==> src/rtl/instruction_fetch_if.sv <==
// Fetch-stage bus bundle: the instruction-memory request/acknowledge channel
// and the valid/ready channel toward the decoder.
interface instruction_fetch_if;
    logic        mem_req;
    logic [7:0]  mem_addr;
    logic        mem_ack;
    logic [31:0] mem_rdata;
    logic [31:0] instr;
    logic [7:0]  instr_pc;
    logic        instr_valid;
    logic        instr_ready;

    modport master (
        output mem_req, mem_addr, instr, instr_pc, instr_valid,
        input  mem_ack, mem_rdata, instr_ready
    );

    modport slave (
        input  mem_req, mem_addr, instr, instr_pc, instr_valid,
        output mem_ack, mem_rdata, instr_ready
    );
endinterface

==> src/rtl/instruction_fetch.sv <==
// Instruction fetch stage: issues word reads at the current PC, queues returned
// instructions with their PC tag for the decoder, pulses pc_inc per accepted fetch.
//
// state   | meaning
// FETCH   | request presented at pc this cycle when the queue has room
// WAIT    | request outstanding, mem_addr held from the latched pc
// SETTLE  | idle cycle so the PC increment or branch reload becomes visible
// DISCARD | flushed while outstanding; response will be dropped
module instruction_fetch #(
    parameter int DEPTH = 2
) (
    input  logic        clk,
    input  logic        reset,
    input  logic [7:0]  pc,
    output logic        pc_inc,
    input  logic        flush,
    instruction_fetch_if.master bus
);

    typedef enum logic [1:0] {
        S_FETCH,
        S_WAIT,
        S_SETTLE,
        S_DISCARD
    } state_t;

    localparam logic [1:0] FULL = 2'(DEPTH);

    state_t      state;
    state_t      state_next;
    logic [7:0]  addr_q;
    logic        issue;
    logic        push;
    logic        pop;
    logic [7:0]  push_pc;

    logic [31:0] q_data [DEPTH];
    logic [7:0]  q_tag  [DEPTH];
    logic        wr_ptr;
    logic        rd_ptr;
    logic [1:0]  count;

    always_ff @(posedge clk) begin
        if (reset) begin
            state  <= S_FETCH;
            addr_q <= 8'h00;
        end else begin
            state <= state_next;
            if (issue) begin
                addr_q <= pc;
            end
        end
    end

    // The request is raised in the FETCH cycle itself so a zero-wait memory can
    // answer immediately, giving one instruction every two cycles.
    always_comb begin
        state_next   = state;
        issue        = 1'b0;
        push         = 1'b0;
        push_pc      = addr_q;
        bus.mem_req  = 1'b0;
        bus.mem_addr = addr_q;
        case (state)
            S_FETCH: begin
                if (!reset && !flush && (count < FULL)) begin
                    issue        = 1'b1;
                    bus.mem_req  = 1'b1;
                    bus.mem_addr = pc;
                    push_pc      = pc;
                    if (bus.mem_ack) begin
                        push       = 1'b1;
                        state_next = S_SETTLE;
                    end else begin
                        state_next = S_WAIT;
                    end
                end
            end
            S_WAIT: begin
                bus.mem_req = 1'b1;
                if (bus.mem_ack) begin
                    push       = !flush;
                    state_next = S_SETTLE;
                end else if (flush) begin
                    state_next = S_DISCARD;
                end
            end
            S_DISCARD: begin
                bus.mem_req = 1'b1;
                if (bus.mem_ack) begin
                    state_next = S_SETTLE;
                end
            end
            S_SETTLE: begin
                state_next = S_FETCH;
            end
            default: begin
                state_next = S_FETCH;
            end
        endcase
    end

    assign pop             = bus.instr_valid & bus.instr_ready;
    assign bus.instr_valid = (count != 2'd0);
    assign bus.instr       = q_data[rd_ptr];
    assign bus.instr_pc    = q_tag[rd_ptr];

    always_ff @(posedge clk) begin
        if (reset) begin
            wr_ptr <= 1'b0;
            rd_ptr <= 1'b0;
            count  <= 2'd0;
            pc_inc <= 1'b0;
            for (int i = 0; i < DEPTH; i++) begin
                q_data[i] <= 32'h0000_0000;
                q_tag[i]  <= 8'h00;
            end
        end else begin
            pc_inc <= push;
            if (flush) begin
                count  <= 2'd0;
                wr_ptr <= rd_ptr;
            end else begin
                if (push) begin
                    q_data[wr_ptr] <= bus.mem_rdata;
                    q_tag[wr_ptr]  <= push_pc;
                    wr_ptr         <= wr_ptr + 1'b1;
                end
                if (pop) begin
                    rd_ptr <= rd_ptr + 1'b1;
                end
                case ({push, pop})
                    2'b10:   count <= count + 2'd1;
                    2'b01:   count <= count - 2'd1;
                    default: count <= count;
                endcase
            end
        end
    end

endmodule

==> src/flat_wrapper.sv <==
// flat-port wrapper written by rule: the top's interface ports become plain ports
module instruction_fetch_flat 
#(
    parameter int DEPTH = 2
)
  (clk, reset, pc, pc_inc, flush, bus_mem_req, bus_mem_addr, bus_instr, bus_instr_pc, bus_instr_valid, bus_mem_ack, bus_mem_rdata, bus_instr_ready);
  instruction_fetch_if bus_i ();
  input  logic clk;
  input  logic reset;
  input  logic [7:0] pc;
  output logic pc_inc;
  input  logic flush;
  output wire logic [$bits(bus_i.mem_req)-1:0] bus_mem_req;
  output wire logic [$bits(bus_i.mem_addr)-1:0] bus_mem_addr;
  output wire logic [$bits(bus_i.instr)-1:0] bus_instr;
  output wire logic [$bits(bus_i.instr_pc)-1:0] bus_instr_pc;
  output wire logic [$bits(bus_i.instr_valid)-1:0] bus_instr_valid;
  input wire logic [$bits(bus_i.mem_ack)-1:0] bus_mem_ack;
  input wire logic [$bits(bus_i.mem_rdata)-1:0] bus_mem_rdata;
  input wire logic [$bits(bus_i.instr_ready)-1:0] bus_instr_ready;
  assign bus_mem_req = bus_i.mem_req;
  assign bus_mem_addr = bus_i.mem_addr;
  assign bus_instr = bus_i.instr;
  assign bus_instr_pc = bus_i.instr_pc;
  assign bus_instr_valid = bus_i.instr_valid;
  assign bus_i.mem_ack = bus_mem_ack;
  assign bus_i.mem_rdata = bus_mem_rdata;
  assign bus_i.instr_ready = bus_instr_ready;
  instruction_fetch #(.DEPTH(DEPTH)) u_core (.clk(clk), .reset(reset), .pc(pc), .pc_inc(pc_inc), .flush(flush), .bus(bus_i));
endmodule
==> config.mk <==
export PLATFORM = sky130hd
export DESIGN_NAME = instruction_fetch_flat
export DESIGN_NICKNAME = d
export VERILOG_FILES = /design/src/rtl/instruction_fetch_if.sv /design/src/rtl/instruction_fetch.sv /design/src/flat_wrapper.sv
export SDC_FILE = /design/constraint.sdc
export NUM_CORES = 1
export LEC_CHECK = 0
export CAP_MARGIN = 20
export CORE_UTILIZATION = 54
export DETAILED_ROUTE_END_ITERATION = 8
export GPL_TIMING_DRIVEN = 0
export PLACE_DENSITY = 0.83
export RECOVER_POWER = 25
export SETUP_SLACK_MARGIN = 0.15
export SLEW_MARGIN = 0
export SYNTH_ARGS = -nofsm -noshare
export SYNTH_HDL_FRONTEND = slang
export SYNTH_SLANG_ARGS = --single-unit
==> constraint.sdc <==
create_clock -name clk -period 5.35 [get_ports clk]
set_input_delay 1.07 -clock clk [delete_from_list [all_inputs] [get_ports clk]]
set_output_delay 1.07 -clock clk [all_outputs]
set_load 0.05 [all_outputs]
==> impl_metrics.prom, run 1 <==
# TYPE chip_impl_metric gauge
chip_impl_info{name="result_of_the_run",value="finished clean"} 1
chip_impl_metric{name="vdd_drop_max",unit="mV"} 0.1775
chip_impl_metric{name="chipHeight",unit="um"} 89.85
chip_impl_metric{name="clock_power_share",unit="%"} 34.3
chip_impl_metric{name="f_max",unit="MHz"} 203.5
chip_impl_metric{name="fraction_of_the_yosys_area_taken_by_sequential_cells",unit="%"} 65.33
chip_impl_info{name="dominantRegCellSynth",value="edfxtp_1"} 1
chip_impl_metric{name="maxCapViolations",unit=""} 0
chip_impl_metric{name="cts.hold.buffers_added",unit=""} 0
chip_impl_metric{name="groute.usage.overall",unit="%"} 22.29
chip_impl_metric{name="slew_headroom",unit="%"} 49.39
chip_impl_metric{name="cts.clk_slew.worst_paths",unit="ns"} 0.08
chip_impl_metric{name="register_area",unit="um^2"} 2723
chip_impl_metric{name="dieArea",unit="um^2"} 8073
chip_impl_metric{name="route.detailed.drc",unit=""} 0
chip_impl_metric{name="grt_first_pass_wirelength",unit="mm"} 13.76
chip_impl_metric{name="clkSinkCount",unit=""} 96
chip_impl_metric{name="grt_overflow_total",unit=""} 0
chip_impl_metric{name="floorplan.initialDensity",unit="%"} 56.55
chip_impl_info{name="setup.worst_path.class",value="in -> out"} 1
chip_impl_metric{name="die_w",unit="um"} 89.85
chip_impl_info{name="worstSetupStartpointType",value="primary input"} 1
chip_impl_info{name="critical_path_cell_by_cell",value="dlygate4sd3_1 > clkbuf_1 > nor4_2 > nand3_1 > nand2_1 > clkdlybuf4s50_1"} 1
chip_impl_metric{name="grt_pass1_vias",unit=""} 2848
chip_impl_metric{name="fin_hold_ws",unit="ns"} 0.5876
chip_impl_metric{name="synthesis.area_per_instance",unit="um^2"} 13.62
chip_impl_metric{name="io_buffer_count",unit=""} 95
chip_impl_metric{name="worstMarginPinSlew",unit="ns"} 0.7529
chip_impl_info{name="crit-reg2reg-capture",value="u_core.q_data[0][10]"} 1
chip_impl_metric{name="setup_tns",unit="ns"} 0
chip_impl_metric{name="cts_buffer_depth",unit=""} 2
chip_impl_info{name="timing.critical_path.max_delay_family",value="buffers and inverters"} 1
chip_impl_info{name="cp-end-kind",value="output pin"} 1
chip_impl_metric{name="final-max-slew-violation-count",unit=""} 0
chip_impl_info{name="layout.cells.most_common",value="clkdlybuf4s50_1"} 1
chip_impl_metric{name="syn_nets",unit=""} 352
chip_impl_metric{name="fin_worst_skew",unit="ns"} 0.007402
chip_impl_metric{name="grt_start_max_net_pins",unit=""} 37
chip_impl_metric{name="final-setup-viol-count",unit=""} 0
chip_impl_metric{name="timing.critical_path.buf_inv",unit=""} 3
chip_impl_info{name="hold_wc_startpoint",value="u_core.addr_q[0]"} 1
chip_impl_info{name="setup.worst_path.start",value="reset"} 1
chip_impl_metric{name="avgRoutedWirePerCell",unit="um"} 16.28
chip_impl_metric{name="antenna_violating_nets_post_route",unit=""} 0
chip_impl_metric{name="cts_inserted_buffers",unit=""} 9
chip_impl_metric{name="total_power",unit="mW"} 1.685
chip_impl_metric{name="drtPass1Iterations",unit=""} 5
chip_impl_info{name="critical_path_endpoint",value="bus_mem_addr[4]"} 1
chip_impl_metric{name="combinationalPowerShare",unit="%"} 15.0
chip_impl_metric{name="grt_antenna_before_repair",unit=""} 0
chip_impl_metric{name="synth.cell_area",unit="um^2"} 4168
chip_impl_info{name="layout.cells.most_common_list",value="clkdlybuf4s50_1 (91), edfxtp_1 (80), and2_1 (42)"} 1
chip_impl_info{name="holdCritPathClass",value="reg -> reg"} 1
chip_impl_metric{name="proportion_of_layout_cells_with_a_drive_suffix_above_1",unit="%"} 15.75
chip_impl_metric{name="crit_cells",unit=""} 6
chip_impl_metric{name="postCtsResizedCells",unit=""} 0
chip_impl_metric{name="ys_async_sr_fraction",unit="%"} 0
chip_impl_metric{name="multi_input_comb_area",unit="um^2"} 1346
chip_impl_metric{name="critical_path_arrival",unit="ns"} 3.84
chip_impl_metric{name="peak_per_stage_delay_on_the_critical_path",unit="ns"} 0.82
chip_impl_metric{name="drt_iter0_markers",unit=""} 117
chip_impl_info{name="rsz0062_at_grt",value="false"} 1
chip_impl_metric{name="cts_max_level",unit=""} 3
chip_impl_metric{name="core.rowCount",unit=""} 31
chip_impl_info{name="clock-root-buffer",value="clkbuf_8"} 1
chip_impl_metric{name="cp.required",unit="ns"} 4.28
chip_impl_info{name="worst_path_max_delay_cell",value="clkdlybuf4s50_1"} 1
chip_impl_metric{name="layout_worst_path_cycle_share",unit="%"} 91.85
chip_impl_metric{name="synth_enable_flop_cells",unit=""} 80
chip_impl_metric{name="post_drt_via_cell_ratio",unit=""} 5.425
chip_impl_metric{name="cts.repair_timing.setup_buffer_count",unit=""} 0
chip_impl_metric{name="insertion_delay_to_the_later_sink_of_the_worst_skew_pair",unit="ns"} 0.36
chip_impl_info{name="tritoncts",value="yes"} 1
chip_impl_metric{name="power_internal",unit="mW"} 1.278
chip_impl_metric{name="core",unit="um^2"} 7370
chip_impl_metric{name="seq_power_share",unit="%"} 50.7
chip_impl_metric{name="final_gp_congestion",unit=""} 0.8487
chip_impl_metric{name="ys_ff_latch",unit=""} 96
chip_impl_metric{name="number_of_top_level_design_ports",unit=""} 96
chip_impl_info{name="crit-reg2reg-launch",value="u_core.state[1]"} 1
chip_impl_metric{name="syn2layout_area_growth",unit="%"} 32.27
chip_impl_metric{name="net-switching-power",unit="mW"} 0.4070
chip_impl_metric{name="powerDensity",unit="nW/um^2"} 305.6
chip_impl_metric{name="reg2reg_setup_slack",unit="ns"} 2.97
chip_impl_metric{name="nFillCells",unit=""} 485
chip_impl_metric{name="yosysWarningCount",unit=""} 0
chip_impl_metric{name="final_hpwl_dp",unit="mm"} 5.605
chip_impl_metric{name="route.vias.total",unit=""} 2810
chip_impl_metric{name="worstRegToRegCells",unit=""} 5
chip_impl_metric{name="insertedDiodeCount",unit=""} 0
chip_impl_metric{name="static_leakage",unit="nW"} 2.009
chip_impl_metric{name="ys_types",unit=""} 35
chip_impl_metric{name="route.final.wire_length",unit="mm"} 8.433
chip_impl_metric{name="final_net_count",unit=""} 460
chip_impl_metric{name="synth_cells",unit=""} 306
chip_impl_metric{name="report.final.hold_viol_count",unit=""} 0
chip_impl_metric{name="worst_path_fanout_max",unit=""} 10
chip_impl_metric{name="fin_crit",unit="ns"} 4.914
chip_impl_metric{name="switching_share",unit="%"} 24.16
[metrics by stage]
stage	utilization [%]	std cells	setup slack (ns)	cell area, um^2
2_1_floorplan	-	306	1.888	4168
3_3_place_gp	71.14	500	0.6399	5243
3_5_place_dp	71.75	502	0.6154	5288
4_1_cts	75.20	518	0.6046	5542
5_1_grt	74.80	518	0.2805	5513
6_report	74.80	518	0.4359	5513
[per-layer routing]
metal  global-route usage (%)  up-vias  wire [um]
met2                    39.23       96       4313
met4                    9.946        0        179
met5                        0        -          0
li1                         -     1326          -
met1                    26.88     1373       3485
met3                    3.892       15        455
[Yosys cell counts (2+ instances only)]
cell	n	area (um^2)
mux2_2	40	450.4
a21oi_2	8	70.07
nor3_1	5	25.02
a21oi_1	18	90.09
nand3_1	9	45.04
nor2_1	5	18.77
clkbuf_1	10	37.54
nand2b_1	3	18.77
dfxtp_1	16	320.3
o21ai_1	8	40.04
o21ai_0	3	15.01
buf_1	5	18.77
nor2b_1	2	12.51
and2_1	64	400.4
nand2_1	9	33.78
edfxtp_1	80	2402
or3_1	3	18.77
[state kept, by name, indices dropped and copies added (netlist names), named ones only]
name,cells
u_core.state,2
u_core.addr_q,8
u_core.count,2
u_core.q_data,64
u_core.rd_ptr,1
u_core.wr_ptr,1
u_core.q_tag,16
u_core.pc_inc,1
[power by group through the flow]
stage / Sequential [mW] / Clock (mW) / Combinational (mW)
floorplan: 0.870 / 0 / 0.152
global placement: 0.871 / 0 / 0.248
detailed placement: 0.871 / 0 / 0.254
CTS: 0.854 / 0.582 / 0.256
global route: 0.857 / 0.615 / 0.266
finish: 0.854 / 0.578 / 0.253
[layout make-up]
| type | instances | share of cell area (%) |
|---|---|---|
| clock buffers | 11 | 2.746 |
| repair buffers | 97 | 17.98 |
| well taps | 99 | 2.247 |
| multi-input cells | 191 | 24.42 |
| plain buffers | 17 | 1.226 |
| inverters | 2 | 0.1362 |
| clock inverters | 5 | 1.861 |
| flip-flops and latches | 96 | 49.39 |
[worst reg2reg max path: stages, from the launching register on]
cell and delay [ns]:
dfxtp_1 0.38, or4b_1 0.60, or3_1 0.36, buf_4 0.19, nand2b_2 0.29, buf_12 0.26
[kinds of logic (layout without fill, tap and decap cells)]
logic type | after synthesis | after routing | share of synthesized area (%)
buf+inv | 19 | 132 | 1.831
xor+xnor | 2 | 2 | 0.4204
mux | 40 | 40 | 10.81
flops | 96 | 96 | 65.33
compound gates | 41 | 41 | 6.004
simple gates | 107 | 107 | 15.31
fa+ha+maj | 1 | 1 | 0.3002
[how the worst min path moves through the flow]
stage | depth (start not counted) | end | slack [ns]
after global routing | 2 | u_core.count[0] | 0.63
after CTS | 2 | flop | 0.57
after floorplan | 2 | u_core.wr_ptr | 0.49
after detailed placement | 2 | u_core.wr_ptr | 0.52
final | 2 | u_core.addr_q[0] | 0.59
after global placement | 2 | u_core.rd_ptr | 0.52
Note: power is estimated with default switching activity, not from simulation.
==> run 2, diff against run 1 <==
- ABC_CLOCK_PERIOD_IN_PS: unset -> 5350
- CORE_UTILIZATION: 54 -> 50
- HOLD_SLACK_MARGIN: unset -> 0.08
- PLACE_DENSITY: 0.83 -> 0.78
==> impl_metrics.prom, run 2 (synthesis gave the netlist of run 1 again) <==
# TYPE chip_impl_metric gauge
chip_impl_metric{name="maxCapViolations",unit=""} 0
chip_impl_info{name="result_of_the_run",value="finished clean"} 1
chip_impl_metric{name="insertedDiodeCount",unit=""} 0
chip_impl_metric{name="f_max",unit="MHz"} 207.8
chip_impl_metric{name="final-setup-viol-count",unit=""} 0
chip_impl_metric{name="syn2layout_area_growth",unit="%"} 31.97
chip_impl_metric{name="reg2reg_setup_slack",unit="ns"} 2.83
chip_impl_metric{name="static_leakage",unit="nW"} 1.983
chip_impl_metric{name="combinationalPowerShare",unit="%"} 16.0
chip_impl_metric{name="avgRoutedWirePerCell",unit="um"} 16.13
chip_impl_metric{name="proportion_of_layout_cells_with_a_drive_suffix_above_1",unit="%"} 16.47
chip_impl_metric{name="cts_buffer_depth",unit=""} 2
chip_impl_metric{name="final_gp_congestion",unit=""} 0.7835
chip_impl_info{name="crit-reg2reg-launch",value="u_core.state[1]"} 1
chip_impl_metric{name="cts.clk_slew.worst_paths",unit="ns"} 0.08
chip_impl_info{name="holdCritPathClass",value="reg -> reg"} 1
chip_impl_info{name="layout.cells.most_common",value="clkdlybuf4s50_1"} 1
chip_impl_info{name="worst_path_max_delay_cell",value="clkdlybuf4s50_1"} 1
chip_impl_metric{name="cp.required",unit="ns"} 4.28
chip_impl_metric{name="report.final.hold_viol_count",unit=""} 0
chip_impl_metric{name="route.final.wire_length",unit="mm"} 8.403
chip_impl_metric{name="route.vias.total",unit=""} 2761
chip_impl_metric{name="cts.repair_timing.setup_buffer_count",unit=""} 0
chip_impl_metric{name="grt_first_pass_wirelength",unit="mm"} 13.36
chip_impl_metric{name="powerDensity",unit="nW/um^2"} 289.2
chip_impl_info{name="top_register",value="u_core.q_data"} 1
chip_impl_metric{name="route.detailed.drc",unit=""} 0
chip_impl_info{name="tritoncts",value="yes"} 1
chip_impl_metric{name="fin_worst_skew",unit="ns"} 0.01092
chip_impl_info{name="hold_wc_startpoint",value="u_core.rd_ptr"} 1
chip_impl_info{name="worstSetupStartpointType",value="primary input"} 1
chip_impl_info{name="cp-end-kind",value="output pin"} 1
chip_impl_metric{name="die_w",unit="um"} 93.30
chip_impl_metric{name="final_net_count",unit=""} 460
chip_impl_metric{name="chipHeight",unit="um"} 93.30
chip_impl_info{name="clock-root-buffer",value="clkbuf_8"} 1
chip_impl_metric{name="critical_path_arrival",unit="ns"} 3.74
chip_impl_info{name="setup.worst_path.class",value="in -> out"} 1
chip_impl_info{name="layout.cells.most_common_list",value="clkdlybuf4s50_1 (91), edfxtp_1 (80), mux2_2 (40), and2_1 (40), and2_0 (24)"} 1
chip_impl_metric{name="clkSinkCount",unit=""} 96
chip_impl_metric{name="cts.hold.buffers_added",unit=""} 0
chip_impl_info{name="timing.hold.worst_endpoint",value="u_core.rd_ptr"} 1
chip_impl_metric{name="vdd_drop_max",unit="mV"} 0.1417
chip_impl_metric{name="final_cell_area",unit="um^2"} 5500
chip_impl_metric{name="floorplan.initialDensity",unit="%"} 52.84
chip_impl_metric{name="post_drt_via_cell_ratio",unit=""} 5.299
chip_impl_metric{name="layout_worst_path_cycle_share",unit="%"} 89.94
chip_impl_metric{name="crit_cells",unit=""} 6
chip_impl_metric{name="dieArea",unit="um^2"} 8705
chip_impl_info{name="critical_path_cell_by_cell",value="dlygate4sd3_1 > clkbuf_1 > nor4_2 > nand3_1 > nand2_1 > clkdlybuf4s50_1"} 1
chip_impl_metric{name="worstMarginPinSlew",unit="ns"} 0.6892
chip_impl_metric{name="switching_share",unit="%"} 25.44
chip_impl_metric{name="seq_power_share",unit="%"} 53.7
chip_impl_metric{name="largest_register_ffs",unit=""} 64
chip_impl_metric{name="drtPass1Iterations",unit=""} 5
chip_impl_metric{name="grt_antenna_before_repair",unit=""} 0
chip_impl_metric{name="net-switching-power",unit="mW"} 0.4047
chip_impl_metric{name="core.rowCount",unit=""} 32
chip_impl_info{name="crit-reg2reg-capture",value="u_core.q_data[0][19]"} 1
chip_impl_info{name="rsz0062_at_grt",value="false"} 1
chip_impl_metric{name="dpl-instance-area",unit="um^2"} 5306
chip_impl_metric{name="peak_per_stage_delay_on_the_critical_path",unit="ns"} 0.80
chip_impl_metric{name="number_of_top_level_design_ports",unit=""} 96
chip_impl_metric{name="final_hpwl_dp",unit="mm"} 5.946
chip_impl_metric{name="core",unit="um^2"} 7888
chip_impl_info{name="timing.critical_path.max_delay_family",value="buffers and inverters"} 1
chip_impl_metric{name="fin_crit",unit="ns"} 4.812
chip_impl_metric{name="final-max-slew-violation-count",unit=""} 0
chip_impl_metric{name="worstRegToRegCells",unit=""} 5
chip_impl_metric{name="cts_max_level",unit=""} 3
chip_impl_metric{name="grt_pass1_vias",unit=""} 2808
chip_impl_metric{name="power_internal",unit="mW"} 1.186
chip_impl_metric{name="antenna_violating_nets_post_route",unit=""} 0
chip_impl_metric{name="timing.critical_path.buf_inv",unit=""} 3
chip_impl_metric{name="drt_iter0_markers",unit=""} 89
chip_impl_metric{name="postCtsResizedCells",unit=""} 0
chip_impl_info{name="top_regs",value="u_core.q_data x64, u_core.q_tag x16, u_core.addr_q x8"} 1
chip_impl_metric{name="grt_start_max_net_pins",unit=""} 23
chip_impl_metric{name="cts_inserted_buffers",unit=""} 9
chip_impl_metric{name="groute.usage.overall",unit="%"} 20.58
chip_impl_metric{name="insertion_delay_to_the_later_sink_of_the_worst_skew_pair",unit="ns"} 0.35
chip_impl_metric{name="min_delay_path_depth",unit=""} 2
chip_impl_metric{name="grt_overflow_total",unit=""} 0
chip_impl_metric{name="worst_path_fanout_max",unit=""} 10
chip_impl_metric{name="slew_headroom",unit="%"} 53.67
chip_impl_metric{name="setup_tns",unit="ns"} 0
chip_impl_metric{name="clock_power_share",unit="%"} 30.3
chip_impl_metric{name="io_buffer_count",unit=""} 95
==> run 2: worst reg2reg max path: cells and delay by family, from the launching register on <==
family,cells,cell delay [ns]
buffers and inverters,2,0.43
DFF,1,0.39
and+or+nand+nor,3,1.40
==> run 2: metal layers <==
layer | GRT usage (%) | share of wire, %
met1 | 25.14 | 40
met2 | 35.91 | 53
met3 | 4.553 | 5.2
met4 | 7.179 | 1.7
met5 | 0 | 0
==> run 2: cell type report <==
cell class,count,area (um^2)
Buffer,17,67.56
Clock buffer,12,155.1
Clock inverter,4,52.55
Fill cell,568,2387
Inverter,2,7.507
Multi-Input combinational cell,191,1361
Sequential cell,96,2723
Tap cell,102,127.6
Timing Repair Buffer,97,1006
==> run 2: worst max path at each step <==
stage,slack [ns],to,startpoint
2_1_floorplan,1.89,u_core.q_data[0][0],reset
4_1_cts,0.64,bus_mem_addr[7],reset
6_report,0.54,bus_mem_addr[1],reset
5_1_grt,0.29,bus_mem_addr[3],reset
3_5_place_dp,0.66,bus_mem_addr[4],reset
3_3_place_gp,0.70,bus_mem_addr[0],reset
==> run 2: through the flow <==
step	instances	hold WS [ns]	total power, mW	setup slack, ns	utilization, %
2_1_floorplan	306	0.4888	1.022	1.888	-
3_3_place_gp	503	0.5072	1.118	0.6979	66.51
3_5_place_dp	505	0.5400	1.128	0.6618	67.27
4_1_cts	521	0.5494	1.601	0.6353	69.91
5_1_grt	521	0.5718	1.643	0.2902	69.73
6_report	521	0.5490	1.591	0.5384	69.73
==> run 2: power by group through the flow <==
stage | combinational, mW | sequential, mW | clock, mW
4_1_cts | 0.258 | 0.855 | 0.488
3_5_place_dp | 0.256 | 0.872 | 0
6_report | 0.255 | 0.854 | 0.482
5_1_grt | 0.268 | 0.858 | 0.517
2_1_floorplan | 0.152 | 0.870 | 0
3_3_place_gp | 0.247 | 0.871 | 0
==> run 3, diff against run 2 <==
- HOLD_SLACK_MARGIN: 0.08 -> 0.1
- SLEW_MARGIN: 0 -> unset
==> results of run 3 <==
Same layout as run 2: the final DEF is identical, and so are final timing and power.
